### src/rtl/regfile_pkg.sv
// Shared defaults and FSM encoding for the register-file write sequencer.
package regfile_pkg;

    localparam int RF_ADDR_W   = 5;
    localparam int RF_DATA_W   = 32;
    localparam int RF_NUM_REGS = 32;

    typedef enum logic {
        CLEAR = 1'b0,
        ARB   = 1'b1
    } state_t;

endpackage

### src/rtl/rr_arb2.sv
// Two-input round-robin arbiter; the priority flop moves to the loser after each grant.
module rr_arb2 (
    input  logic       clk,
    input  logic       rst,
    input  logic [1:0] req,
    input  logic       enable,
    input  logic       advance,
    output logic [1:0] grant
);

    // 0 = requester 0 (A) wins a tie, 1 = requester 1 (B) wins a tie
    logic prio_b;

    always_comb begin
        grant = 2'b00;
        if (enable) begin
            case (req)
                2'b01:   grant = 2'b01;
                2'b10:   grant = 2'b10;
                2'b11:   grant = prio_b ? 2'b10 : 2'b01;
                default: grant = 2'b00;
            endcase
        end
    end

    always_ff @(posedge clk or negedge rst) begin
        if (!rst) begin
            prio_b <= 1'b0;
        end else if (advance) begin
            prio_b <= grant[0];
        end
    end

endmodule

### src/rtl/regfile_write_arbiter.sv
// Shares the register-file write port between A and B (round-robin) and runs the clear sweep.
// Handshake: a write is accepted when valid && ready in the same cycle; ready never depends on a
// registered copy of valid, and requesters hold addr/data stable while valid && !ready.
module regfile_write_arbiter
    import regfile_pkg::*;
#(
    parameter int ADDR_W   = RF_ADDR_W,
    parameter int DATA_W   = RF_DATA_W,
    parameter int NUM_REGS = RF_NUM_REGS
) (
    input  logic              clk,
    input  logic              rst,
    input  logic              clr_start,
    input  logic              a_valid,
    output logic              a_ready,
    input  logic [ADDR_W-1:0] a_addr,
    input  logic [DATA_W-1:0] a_data,
    input  logic              b_valid,
    output logic              b_ready,
    input  logic [ADDR_W-1:0] b_addr,
    input  logic [DATA_W-1:0] b_data,
    output logic              wr_en,
    output logic [ADDR_W-1:0] wr_addr,
    output logic [DATA_W-1:0] wr_data,
    output logic              busy,
    output logic              clr_done,
    output state_t            dbg_state
);

    state_t            state;
    state_t            next_state;
    logic [ADDR_W-1:0] cnt;
    logic [1:0]        grant;
    logic              handshake;
    logic              sweep_last;
    logic              arb_enable;

    assign busy       = (state == CLEAR);
    assign dbg_state  = state;
    assign sweep_last = (cnt == ADDR_W'(NUM_REGS - 1));
    // clr_start outranks both requesters in the cycle it is seen
    assign arb_enable = (state == ARB) && !clr_start;

    rr_arb2 u_arb (
        .clk     (clk),
        .rst     (rst),
        .req     ({b_valid, a_valid}),
        .enable  (arb_enable),
        .advance (handshake),
        .grant   (grant)
    );

    assign a_ready   = grant[0];
    assign b_ready   = grant[1];
    assign handshake = (a_valid && a_ready) || (b_valid && b_ready);

    always_comb begin
        next_state = state;
        case (state)
            CLEAR:   if (sweep_last) next_state = ARB;
            ARB:     if (clr_start)  next_state = CLEAR;
            default: next_state = CLEAR;
        endcase
    end

    always_ff @(posedge clk or negedge rst) begin
        if (!rst) begin
            state    <= CLEAR;
            cnt      <= '0;
            wr_en    <= 1'b0;
            wr_addr  <= '0;
            wr_data  <= '0;
            clr_done <= 1'b0;
        end else begin
            state    <= next_state;
            wr_en    <= 1'b0;
            clr_done <= 1'b0;
            if (state == CLEAR) begin
                wr_en    <= 1'b1;
                wr_addr  <= cnt;
                wr_data  <= '0;
                clr_done <= sweep_last;
                cnt      <= sweep_last ? '0 : cnt + 1'b1;
            end else if (handshake) begin
                // wr_addr/wr_data only change on a real write; otherwise they hold
                wr_en   <= 1'b1;
                wr_addr <= grant[1] ? b_addr : a_addr;
                wr_data <= grant[1] ? b_data : a_data;
            end
        end
    end

endmodule
### config.mk
export PLATFORM = sky130hd
export DESIGN_NAME = regfile_write_arbiter
export DESIGN_NICKNAME = d
export VERILOG_FILES = /design/src/rtl/regfile_pkg.sv /design/src/rtl/rr_arb2.sv /design/src/rtl/regfile_write_arbiter.sv
export SDC_FILE = /design/constraint.sdc
export NUM_CORES = 1
export LEC_CHECK = 0
export ABC_AREA = 1
export CORE_AREA = 8 8 88 90
export DETAILED_ROUTE_END_ITERATION = 8
export DIE_AREA = 0 0 96 98
export PLACE_DENSITY_LB_ADDON = 0.08
export SLEW_MARGIN = 20
export SYNTH_ARGS = -nofsm -noshare
export SYNTH_HDL_FRONTEND = slang
export SYNTH_SLANG_ARGS = --single-unit
### constraint.sdc
create_clock -name clk -period 3.5 [get_ports clk]
set_input_delay 0.7 -clock clk [delete_from_list [all_inputs] [get_ports clk]]
set_output_delay 0.7 -clock clk [all_outputs]
set_load 0.1 [all_outputs]
# ---- After elaboration in Yosys (flattened, before gate mapping)
# Index checks and enable logic that the tools add are counted.
dict set report op_classes {
  add_sub_neg 1
  mul 0
  div 0
  n_lt_le_gt_ge 0
  eq_ne 5
  n_shift 0
  n_mux 16
  bitwise 1
  reduce_logical 5
}
# operator n
set ops {}
lappend ops {{32-bit 2-to-1 mux} 3}
lappend ops {{5-bit 2-to-1 mux} 4}
lappend ops {{2-bit case mux with 3 select lines} 1}
lappend ops {{5-bit by 1-bit adder with 5-bit output (second input constant)} 1}
lappend ops {{5-bit == test (second input constant)} 1}
lappend ops {{1-bit 2-to-1 mux} 5}
lappend ops {{2-bit == test (second input constant)} 2}
lappend ops {{2-bit 2-to-1 mux} 2}
lappend ops {{1-bit logical AND} 3}
lappend ops {{2-bit by 1-bit == test with 1-bit output (second input constant)} 1}
lappend ops {{2-bit by 1-bit inequality test with 1-bit output (second input constant)} 1}
lappend ops {{1-bit case mux with 2 select lines} 1}
lappend ops {{1-bit zero test} 1}
lappend ops {{1-bit logical OR} 1}
lappend ops {{1-bit inverter} 1}
dict set report word_totals {
  ff_bits 46
  latchBits 0
  ramBits 0
  mem_bits_ro 0
  in_bits 79
  out_inout_bits 43
  memories 0
}

# ---- Logic depth before layout (Yosys ltp)
# Gate-level depths: netlist of run 1.
dict set report depth {
  ltp_word 7
  ltp_mapped 9
}

# ---- Cells and area by module
# Synthesis of run 1 repeated with hierarchy kept, for this count alone.
dict set report hier_totals {
  cells_unflattened 370
  hier_area_um2 2578.7
}
# module instances cells_per_inst area_per_inst_um2 seq_area_each_um2
set by_module_without_submodules {}
lappend by_module_without_submodules {regfile_write_arbiter 1 359 2509.9 1126.1}
lappend by_module_without_submodules {rr_arb2 1 11 68.8 25.0}

# ---- Least setup slack after synthesis of run 1
# OpenSTA, ideal clock, no wires.
dict set report synth_timing {
  path_type {reg2out}
  from {reg state, in the netlist dbg_state}
  to {out b_ready}
  arrival_ns 2.244
  slack_ns 0.556
  path_stages_with_launch 8
  n_path_buf 3
  path_cell_list {dfrtp_1 > buf_6 > inv_6 > nor2_8 > nand3_2 > buf_6 > buf_6 > inv_1}
}
dict set report synth_via {
  elab_chain_cells 2
}
# element line
set synth_lines {}
lappend synth_lines {{from (decl)} regfile_write_arbiter.sv:30} ;# state_t state;
lappend synth_lines {{from (signal assigned)} regfile_write_arbiter.sv:75} ;# state <= next_state;
lappend synth_lines {{1-bit logical AND} regfile_write_arbiter.sv:42} ;# assign arb_enable = (state == ARB) && !clr_start;
lappend synth_lines {{2-bit 2-to-1 mux} rr_arb2.sv:16} ;# if (enable) begin
lappend synth_lines {{to (decl)} regfile_write_arbiter.sv:19} ;# output logic b_ready,
# No other way between the ends.

# ---- Final worst setup path of run 1
dict set report layout_timing {
  from {in clr_start}
  to {out a_ready}
}
dict set report layout_via {
  elab_chain_cells 3
}
# element line
set layout_lines {}
lappend layout_lines {{from (decl)} regfile_write_arbiter.sv:13} ;# input logic clr_start,
lappend layout_lines {{1-bit zero test} regfile_write_arbiter.sv:42}
lappend layout_lines {{1-bit logical AND} regfile_write_arbiter.sv:42}
lappend layout_lines {{2-bit 2-to-1 mux} rr_arb2.sv:16}
lappend layout_lines {{to (decl)} regfile_write_arbiter.sv:15} ;# output logic a_ready,
# No other way between the ends.

==> results of run 1 <==
## registers in the layout, indices dropped and copies added (netlist names)
register      cells
wr_en             1
cnt               5
clr_done          1
wr_addr           5
wr_data          32
dbg_state         1
u_arb.prio_b      1
## per-stage QoR
step	cell area (µm²)	hold slack (ns)	std cells
3_5_place_dp	3920	0.469	570
5_1_grt	4000	0.448	576
4_1_cts	4000	0.489	576
6_report	4000	0.400	576
3_3_place_gp	3920	0.460	570
2_1_floorplan	2740	0.404	389
## cell families (layout without fill, tap and decap cells)
group | after synthesis | count (layout) | share of synthesized area [%]
and+or+nand+nor | 220 | 220 | 36.9
DFF | 46 | 46 | 42.0
adders and majority gates | 2 | 2 | 0.912
buffers and inverters | 117 | 224 | 19.5
AOI/OAI and AO/OA | 4 | 4 | 0.730
## worst min path at each step
stage                 from           to  slack, ns  cells after the start
2_1_floorplan          rst     clr_done       0.40                      0
3_3_place_gp   wr_data[25]  wr_data[25]       0.46                      2
3_5_place_dp   wr_data[10]  wr_data[10]       0.47                      2
4_1_cts        wr_data[26]  wr_data[26]       0.49                      2
5_1_grt                rst  wr_data[14]       0.45                      1
6_report               rst  wr_data[14]       0.40                      1
## per-layer routing
layer | up-vias | routed length, µm
met5 | - | 0
met4 | 0 | 76
met3 | 6 | 813
met2 | 98 | 3630
met1 | 1208 | 3410
li1 | 1396 | -
## critical path: stages
cell,delay [ns]
clkdlybuf4s50_1,0.50
nor2_8,0.32
nand2_4,0.13
inv_4,0.07
nand2_1,0.05
inv_1,0.10
buf_12,0.18
## cell usage in the layout (no fill, tap or decap), drive strengths merged
master         Yosys  final
a21oi              1      1
nor2               7      7
inv               92     92
dfrtp             46     46
buf               22     12
clkbuf             3      6
ha                 2      2
nor3               3      3
nand3             43     43
clkdlybuf4s50      0    114
nand2            130    130
o21ai              3      3
nand4             37     37
## layout make-up
class | instances | area share, %
Clock buffer | 6 | 2.06
Sequential cell | 46 | 28.8
Timing Repair Buffer | 126 | 31.4
Tap cell | 80 | 2.50
Inverter | 92 | 8.82
Multi-Input combinational cell | 226 | 26.4
## where the power goes
part,switching [W],leakage (nW),internal [W]
combinational,0.000843,1.57,0.000315
sequential,0.0000755,0.611,0.000632
clock,0.000167,0.0431,0.000153
total,0.00109,2.22,0.00110
==> impl_metrics.py, run 1 <==
metrics = {
    "drt": {
        "drt_iter0_drc": 118,
        "wl_per_cell_um": 13.8,
        "ant_nets": 0,
        "dr.pass1.iters": 4,
        "vias_per_cell": 4.70,
        "wirelength_um": 7930,
        "num_vias": 2708,
        "drc_errors": 0,
    },
    "critical_path": {
        "critPathRequiredTime_ns": 2.80,
        "crit_path_max_fanout": 20,
        "worst_setup_path_start_kind": "input port",
        "regToRegSetupSlack_ns": 1.30,
        "cp-endpoint": "a_ready",
        "r2r_cells": 8,
        "timing.rr.start": "dbg_state",
        "worstReg2RegEnd": "wr_data[30]",
        "setup.worst_path.class": "input port to primary output",
        "critPathArrivalTime_ns": 2.05,
        "crit_path_start": "clr_start",
        "crit_path_end_kind": "primary output",
    },
    "power_and_ir_drop": {
        "power_leakage_nw": 2.22,
        "power_w": 0.00218,
        "powerDensity_nw_per_um2": 546,
        "ir_drop_v": 0.000621,
    },
    "sta": {
        "fin_ws_ns": 0.749,
        "fin_tns_setup_ns": 0,
        "grt_setup_unrepaired": "false",
        "fin_crit_ns": 2.75,
        "slew_viol_final": 0,
        "worst_pin_slew_ns": 1.01,
        "slew_headroom_pct": 32.5,
        "setup_viol": 0,
        "clock_skew_ns": 0.00557,
        "fmax_mhz": 363,
        "final_hold_viol_count": 0,
        "period_share_pct": 78.6,
    },
    "layout": {
        "fin_util_pct": 61.6,
        "fill_cells": 618,
        "final_nets": 578,
        "drive_gt1_share_pct": 4.84,
        "seq_area_um2": 1150,
        "syn_to_final_growth_pct": 45.8,
        "antennaDiodeCount": 0,
        "multiInputGateArea_um2": 1060,
    },
    "synth": {
        "syn_nets": 470,
        "synth_edf_count": 0,
        "syn_area_um2": 2740,
        "async_reset_ff_share_pct": 100,
        "yosys.area.top_type": "dfrtp_1",
        "dominantRegCellSynth": "dfrtp_1",
        "synth_common_cells": "129 x nand2_1, 90 x inv_1, 46 x dfrtp_1",
        "yosys_register_bits": 46,
        "syn_area_per_cell_um2": 7.05,
        "yosysWarnings": 0,
        "seq_area_frac_synth_pct": 42.0,
        "yosysMostFrequentCell": "nand2_1",
        "yosys.area.top_type_share_pct": 42.0,
        "synthTopCellsByArea": "dfrtp_1 42%, nand2_1 18%, inv_1 12%",
        "syn-instance-count": 389,
        "yosysUniqueCellTypes": 21,
    },
    "floorplan": {
        "die_x_um": 96,
        "pin_count": 122,
        "coreArea_um2": 6490,
        "dieHeight_um": 98,
        "die_area_um2": 9410,
        "start_util_pct": 42.2,
        "rows": 30,
    },
    "global_routing": {
        "met2_usage_pct": 26.8,
        "grt_usage_pct": 16.9,
        "grt_antenna_before_repair": 0,
        "met3_usage_pct": 4.76,
        "grt_pass1_wl_um": 12800,
        "grt_use_met1_pct": 21.6,
        "grt_max_degree": 47,
        "grt_pass1_vias": 2625,
        "busiest_layer": "met2",
        "gr-total-overflow": 0,
    },
    "cts": {
        "root_buffer": "clkbuf_8",
        "path_clk_slew_ns": 0.08,
        "cts_buffer_depth": 2,
        "numCtsBuffers": 5,
        "hold_buffers": 0,
        "clkLatencyLatePin_ns": 0.29,
        "cts_max_level": 2,
        "cts_sinks": 46,
        "cts-resized-gates": 0,
        "post_cts_buffers": 0,
        "cts_tree": "done",
    },
    "place": {
        "port-buffer-count": 121,
        "gp_congestion": 0.791,
        "dp_slack_ns": 0.689,
        "dp_hpwl_um": 5690,
    },
    "job": {
        "maxCapViolCount": 0,
    },
    "worst_hold_path": {
        "min_path_type": "input port to async pin",
    },
    "run_status": {
        "status": "complete, no violations",
    },
}
(Power assumes the default switching activity.)
==> run 2: changes to the inputs <==
- CORE_AREA: 8 8 88 90 -> 8 8 94 96
- DIE_AREA: 0 0 96 98 -> 0 0 102 104
- clock period: 3.5 -> 2.2 ns (I/O delays scaled with it)
==> run 2 against run 1 <==
Effect of this change:
- design area increased by 1.2%
- via count grew 4.0%
- wire length is 8.3% higher
- core utilization shrank 7.2 points
- register-to-register slack worse by 0.81 ns
- count of clock-buffer cells in the layout rose by 1
- die area increased by 13%
- sequential share of layout area decreased by 0.31 points
- first-iteration DRC count increased by 30%
- clock power up 67%
- critical path type unchanged
- largest power group unchanged
==> impl_metrics.py, run 2 (same netlist as run 1, synthesis figures left out) <==
metrics = {
    "place": {
        "port-buffer-count": 121,
        "dp_hpwl_um": 6280,
        "gp_congestion": 0.785,
        "dp_slack_ns": 0.0963,
        "placed_area_um2": 3960,
        "placed_cells": 600,
    },
    "critical_path": {
        "crit_chain": "clkdlybuf4s50_1 -> inv_1 -> nand2_1 -> nand2_4 -> inv_4 -> nand2_1 -> clkinvlp_4 -> buf_12",
        "critPathRequiredTime_ns": 1.76,
        "worst_path_most_repeated_cell": "nand2_1",
        "crit_slowest_cell": "clkdlybuf4s50_1",
        "critPathBufInv": 5,
        "regToRegSetupSlack_ns": 0.49,
        "worst_setup_path_start_kind": "input port",
        "setup.worst_path.class": "input port to primary output",
        "crit_path_max_fanout": 4,
        "critPathArrivalTime_ns": 1.61,
        "max_stage_delay_ns": 0.54,
        "crit_path_end_kind": "primary output",
        "critPathTopFamily": "buffers and inverters",
    },
    "cts": {
        "cts_sinks": 46,
        "root_buffer": "clkbuf_8",
        "cts-resized-gates": 0,
        "cts_buffer_depth": 2,
        "numCtsBuffers": 5,
        "hold_buffers": 0,
        "clkLatencyLatePin_ns": 0.29,
        "cts_tree": "done",
        "post_cts_buffers": 0,
        "path_clk_slew_ns": 0.08,
        "cts_max_level": 2,
    },
    "layout": {
        "final_nets": 586,
        "antennaDiodeCount": 0,
        "syn_to_final_growth_pct": 47.6,
        "layout_common_cells": "129 x nand2_1, 88 x inv_1, 77 x clkdlybuf4s50_1",
        "final_cells": 608,
        "drive_gt1_share_pct": 14.4,
        "largest-register": "wr_data",
        "design_area_um2": 4050,
        "reg_top3": "wr_data: 32 flops, cnt: 5 flops, wr_addr: 5 flops",
        "largest_reg_flops": 32,
        "layout_commonest_cell": "nand2_1",
    },
    "power_and_ir_drop": {
        "p_clk_share_pct": 14.9,
        "pwr-share-seq_pct": 31.7,
        "power_leakage_nw": 2.32,
        "internal_power_w": 0.00180,
        "power_frac_comb_pct": 53.5,
        "p_sw_share_pct": 49.7,
        "powerDensity_nw_per_um2": 884,
        "power.switching_w": 0.00178,
        "ir_drop_v": 0.000904,
    },
    "sta": {
        "final_hold_viol_count": 0,
        "slew_headroom_pct": 65.9,
        "period_share_pct": 93.2,
        "fin_tns_setup_ns": 0,
        "fin_crit_ns": 2.05,
        "fmax_mhz": 488,
        "worst_pin_slew_ns": 0.511,
        "setup_viol": 0,
        "slew_viol_final": 0,
        "grt_setup_unrepaired": "false",
        "clock_skew_ns": 0.00720,
        "fin_ws_ns": 0.149,
    },
    "global_routing": {
        "grt_max_degree": 38,
        "grt_pass1_wl_um": 14500,
        "gr-total-overflow": 0,
        "grt_pass1_vias": 2952,
        "grt_antenna_before_repair": 0,
        "grt_usage_pct": 16.7,
    },
    "floorplan": {
        "dieHeight_um": 104,
        "start_util_pct": 36.8,
        "die_x_um": 102,
        "die_area_um2": 10600,
        "coreArea_um2": 7450,
        "pin_count": 122,
        "rows": 32,
    },
    "drt": {
        "wirelength_um": 8590,
        "drc_errors": 0,
        "drt_iter0_drc": 153,
        "num_vias": 2817,
        "ant_nets": 0,
        "wl_per_cell_um": 14.1,
        "vias_per_cell": 4.63,
        "dr.pass1.iters": 4,
    },
    "worst_hold_path": {
        "min_path_type": "input port to async pin",
    },
    "job": {
        "maxCapViolCount": 0,
    },
    "run_status": {
        "status": "complete, no violations",
    },
}
run 2: layer usage:
metal	vias to the layer above	wire length [µm]	global-route usage, %
met4	0	36	3.15
met5	-	0	0
met2	86	4070	27.8
li1	1416	-	-
met3	2	792	5.49
met1	1313	3690	20.4
run 2: worst reg2reg max path: stages (launching register included):
cell	delay, ns
dfrtp_2	0.53
inv_6	0.13
nor2_8	0.13
nand2_4	0.06
inv_4	0.05
buf_4	0.20
buf_4	0.34
nand3_1	0.15
nand2_1	0.08
run 2: power groups by stage:
stage	sequential, W	clock [W]	combinational (W)
2_1_floorplan	0.00183	0	0.000684
3_3_place_gp	0.00115	0	0.00191
3_5_place_dp	0.00115	0	0.00193
4_1_cts	0.00114	0.000555	0.00193
5_1_grt	0.00116	0.000584	0.00205
6_report	0.00113	0.000532	0.00191
run 2: cell type report:
cell class / instances / area [µm²]
Timing Repair Buffer: 134 / 1260
Tap cell: 102 / 128
Sequential cell: 46 / 1150
Clock buffer: 7 / 86.3
Inverter: 92 / 360
Clock inverter: 1 / 5.00
Fill cell: 767 / 3400
Multi-Input combinational cell: 226 / 1060
run 2: through the flow:
step | total power, W | util, % | hold slack (ns)
6_report | 0.00358 | 54.4 | 0.112
2_1_floorplan | 0.00252 | - | 0.144
3_3_place_gp | 0.00306 | 53.1 | 0.445
5_1_grt | 0.00379 | 54.4 | 0.143
3_5_place_dp | 0.00308 | 53.1 | 0.446
4_1_cts | 0.00362 | 54.4 | 0.122
run 2: path summary, 6_finish.rpt:
check / start / to / cells past startpoint
worst max-delay path: b_valid / a_ready / 8
worst min-delay path: rst / wr_data[6] / 1
worst max register to register: dbg_state / wr_addr[1] / 8
worst min register to register: wr_data[31] / wr_data[31] / 2
max in group asynchronous: rst / dbg_state / 2
min in group clk: wr_data[31] / wr_data[31] / 2
==> run 3: changes to the inputs <==
--- a/config.mk
+++ b/config.mk
@@ -7,9 +7,10 @@
 export LEC_CHECK = 0
 export ABC_AREA = 1
+export CAP_MARGIN = 20
 export CORE_AREA = 8 8 94 96
 export DETAILED_ROUTE_END_ITERATION = 8
 export DIE_AREA = 0 0 102 104
 export PLACE_DENSITY_LB_ADDON = 0.08
-export SLEW_MARGIN = 20
+export SLEW_MARGIN = 10
 export SYNTH_ARGS = -nofsm -noshare
 export SYNTH_HDL_FRONTEND = slang
==> constraint.sdc (replaced) <==
create_clock -name clk -period 2.2 [get_ports clk]
set_input_delay 0.44 -clock clk [delete_from_list [all_inputs] [get_ports clk]]
set_output_delay 0.44 -clock clk [all_outputs]
set_load 0.02 [all_outputs]
==> run 3 against run 2 <==
Effect of this change:
- maximum frequency is 2.4% lower
- largest cell class unchanged
- combinational power is 35% lower
- global-route usage is 0.49 points lower
- count of clock-buffer cells in the layout is 2 lower
- sequential power hardly changed
- design area is 1.2% higher
- critical path depth is 1 lower
==> impl_metrics.py, run 3 (same netlist as run 1, synthesis figures left out) <==
metrics = {
    "power_and_ir_drop": {
        "p_clk_share_pct": 17.4,
        "powerDensity_nw_per_um2": 694,
        "p_sw_share_pct": 38.2,
        "power.switching_w": 0.00109,
        "pwr-share-seq_pct": 39.1,
        "power_frac_comb_pct": 43.5,
        "internal_power_w": 0.00176,
        "ir_drop_v": 0.000536,
        "power_leakage_nw": 2.26,
    },
    "critical_path": {
        "crit_chain": "clkdlybuf4s50_1 -> nor2_8 -> nand2_4 -> inv_4 -> nand2_1 -> inv_1 -> clkdlybuf4s15_1",
        "crit_path_max_fanout": 4,
        "crit_path_end_kind": "primary output",
        "crit_slowest_cell": "clkdlybuf4s50_1",
        "setup.worst_path.class": "input port to primary output",
        "worst_setup_path_start_kind": "input port",
        "max_stage_delay_ns": 0.50,
        "critPathArrivalTime_ns": 1.66,
        "critPathRequiredTime_ns": 1.76,
    },
    "place": {
        "dp_slack_ns": -0.213,
        "gp_congestion": 0.781,
        "port-buffer-count": 121,
        "dp_hpwl_um": 6200,
    },
    "cts": {
        "clkLatencyLatePin_ns": 0.30,
        "root_buffer": "clkbuf_8",
        "cts_tree": "done",
        "cts_buffer_depth": 2,
        "post_cts_buffers": 0,
        "path_clk_slew_ns": 0.08,
        "cts_sinks": 46,
        "cts_max_level": 2,
        "numCtsBuffers": 5,
    },
    "sta": {
        "clock_skew_ns": 0.00939,
        "fin_ws_ns": 0.0988,
        "final_hold_viol_count": 0,
        "worst_pin_slew_ns": 0.792,
        "period_share_pct": 95.5,
        "grt_setup_unrepaired": "false",
        "fmax_mhz": 476,
        "fin_crit_ns": 2.10,
        "slew_viol_final": 0,
        "slew_headroom_pct": 47.1,
        "setup_viol": 0,
    },
    "layout": {
        "largest-register": "wr_data",
        "largest_reg_flops": 32,
        "fin_util_pct": 55.0,
        "fill_cells": 766,
        "syn_to_final_growth_pct": 49.3,
        "drive_gt1_share_pct": 5.71,
        "layout_common_cells": "129 x nand2_1, 118 x clkdlybuf4s50_1, 90 x inv_1",
        "final_nets": 589,
        "layout_commonest_cell": "nand2_1",
        "antennaDiodeCount": 0,
        "reg_top3": "wr_data: 32 flops, cnt: 5 flops, wr_addr: 5 flops",
    },
    "floorplan": {
        "die_x_um": 102,
        "die_area_um2": 10600,
        "dieHeight_um": 104,
        "pin_count": 122,
        "start_util_pct": 36.8,
        "rows": 32,
        "coreArea_um2": 7450,
    },
    "global_routing": {
        "grt_usage_pct": 16.3,
        "grt_pass1_vias": 2869,
        "busiest_layer": "met2",
        "met2_usage_pct": 26.5,
        "met3_usage_pct": 5.22,
        "gr-total-overflow": 0,
        "grt_pass1_wl_um": 14000,
        "grt_max_degree": 39,
        "grt_antenna_before_repair": 0,
        "grt_use_met1_pct": 20.1,
    },
    "run_status": {
        "status": "complete, no violations",
    },
    "drt": {
        "ant_nets": 0,
        "wl_per_cell_um": 13.8,
        "num_vias": 2797,
        "drc_errors": 0,
        "wirelength_um": 8430,
        "vias_per_cell": 4.59,
        "drt_iter0_drc": 66,
        "dr.pass1.iters": 4,
    },
    "worst_hold_path": {
        "min_path_type": "input port to async pin",
    },
    "job": {
        "maxCapViolCount": 0,
    },
}
## run 3: repair_timing
action / in CTS / in global routing
gates cloned: 0 / 0
endpoints found under the setup margin: 2 / 1
hold buffers: 1 / 0
endpoints found under the hold margin: 3 / 0
gates resized for setup: 2 / 1
## run 3: power groups by stage
stage / clock (W) / sequential [W] / combinational [W]
detailed placement: 0 / 0.00113 / 0.00125
finish: 0.000495 / 0.00111 / 0.00124
global placement: 0 / 0.00113 / 0.00124
CTS: 0.000511 / 0.00111 / 0.00126
global route: 0.000549 / 0.00113 / 0.00138
floorplan: 0 / 0.00123 / 0.000633
## run 3: metal layers
layer / up-vias / wire length (µm)
met3: 6 / 747
met4: 0 / 72
met2: 89 / 3840
met1: 1281 / 3770
met5: - / 0
li1: 1421 / -
## run 3: area by class of cell
class | instances | area [µm²] | area share [%]
multi-input cells | 226 | 1060 | 25.8
well taps | 102 | 128 | 3.12
clock inverters | 2 | 10.0 | 0.244
repair buffers | 137 | 1330 | 32.4
inverters | 92 | 353 | 8.62
flip-flops and latches | 46 | 1150 | 28.1
clock buffers | 5 | 68.8 | 1.68
## run 3: worst max-delay path, delay by kind of cell
| family | cells | cell delay (ns) |
|---|---|---|
| buffers and inverters | 4 | 0.92 |
| and+or+nand+nor | 3 | 0.30 |
## run 3: final timing paths
path,cells after the start,startpoint,slack [ns],to
max,7,clr_start,0.1,a_ready
min in group clk,2,wr_data[13],0.48,wr_data[13]
min,2,rst,0.48,wr_data[10]
max in group asynchronous,3,rst,1.20,wr_data[29]
min reg2reg,2,wr_data[13],0.48,wr_data[13]
max reg2reg,8,dbg_state,0.49,wr_data[27]
## run 3: per-stage QoR
step | cell area (µm²) | TNS (ns) | hold slack [ns] | cells | power (W)
floorplan | 2740 | 0 | 0.144 | 389 | 0.00186
global placement | 4010 | -1.09 | 0.256 | 602 | 0.00237
detailed placement | 4010 | -1.59 | 0.258 | 602 | 0.00238
CTS | 4090 | 0 | 0.467 | 610 | 0.00288
global route | 4100 | 0 | 0.482 | 610 | 0.00306
finish | 4100 | 0 | 0.478 | 610 | 0.00284
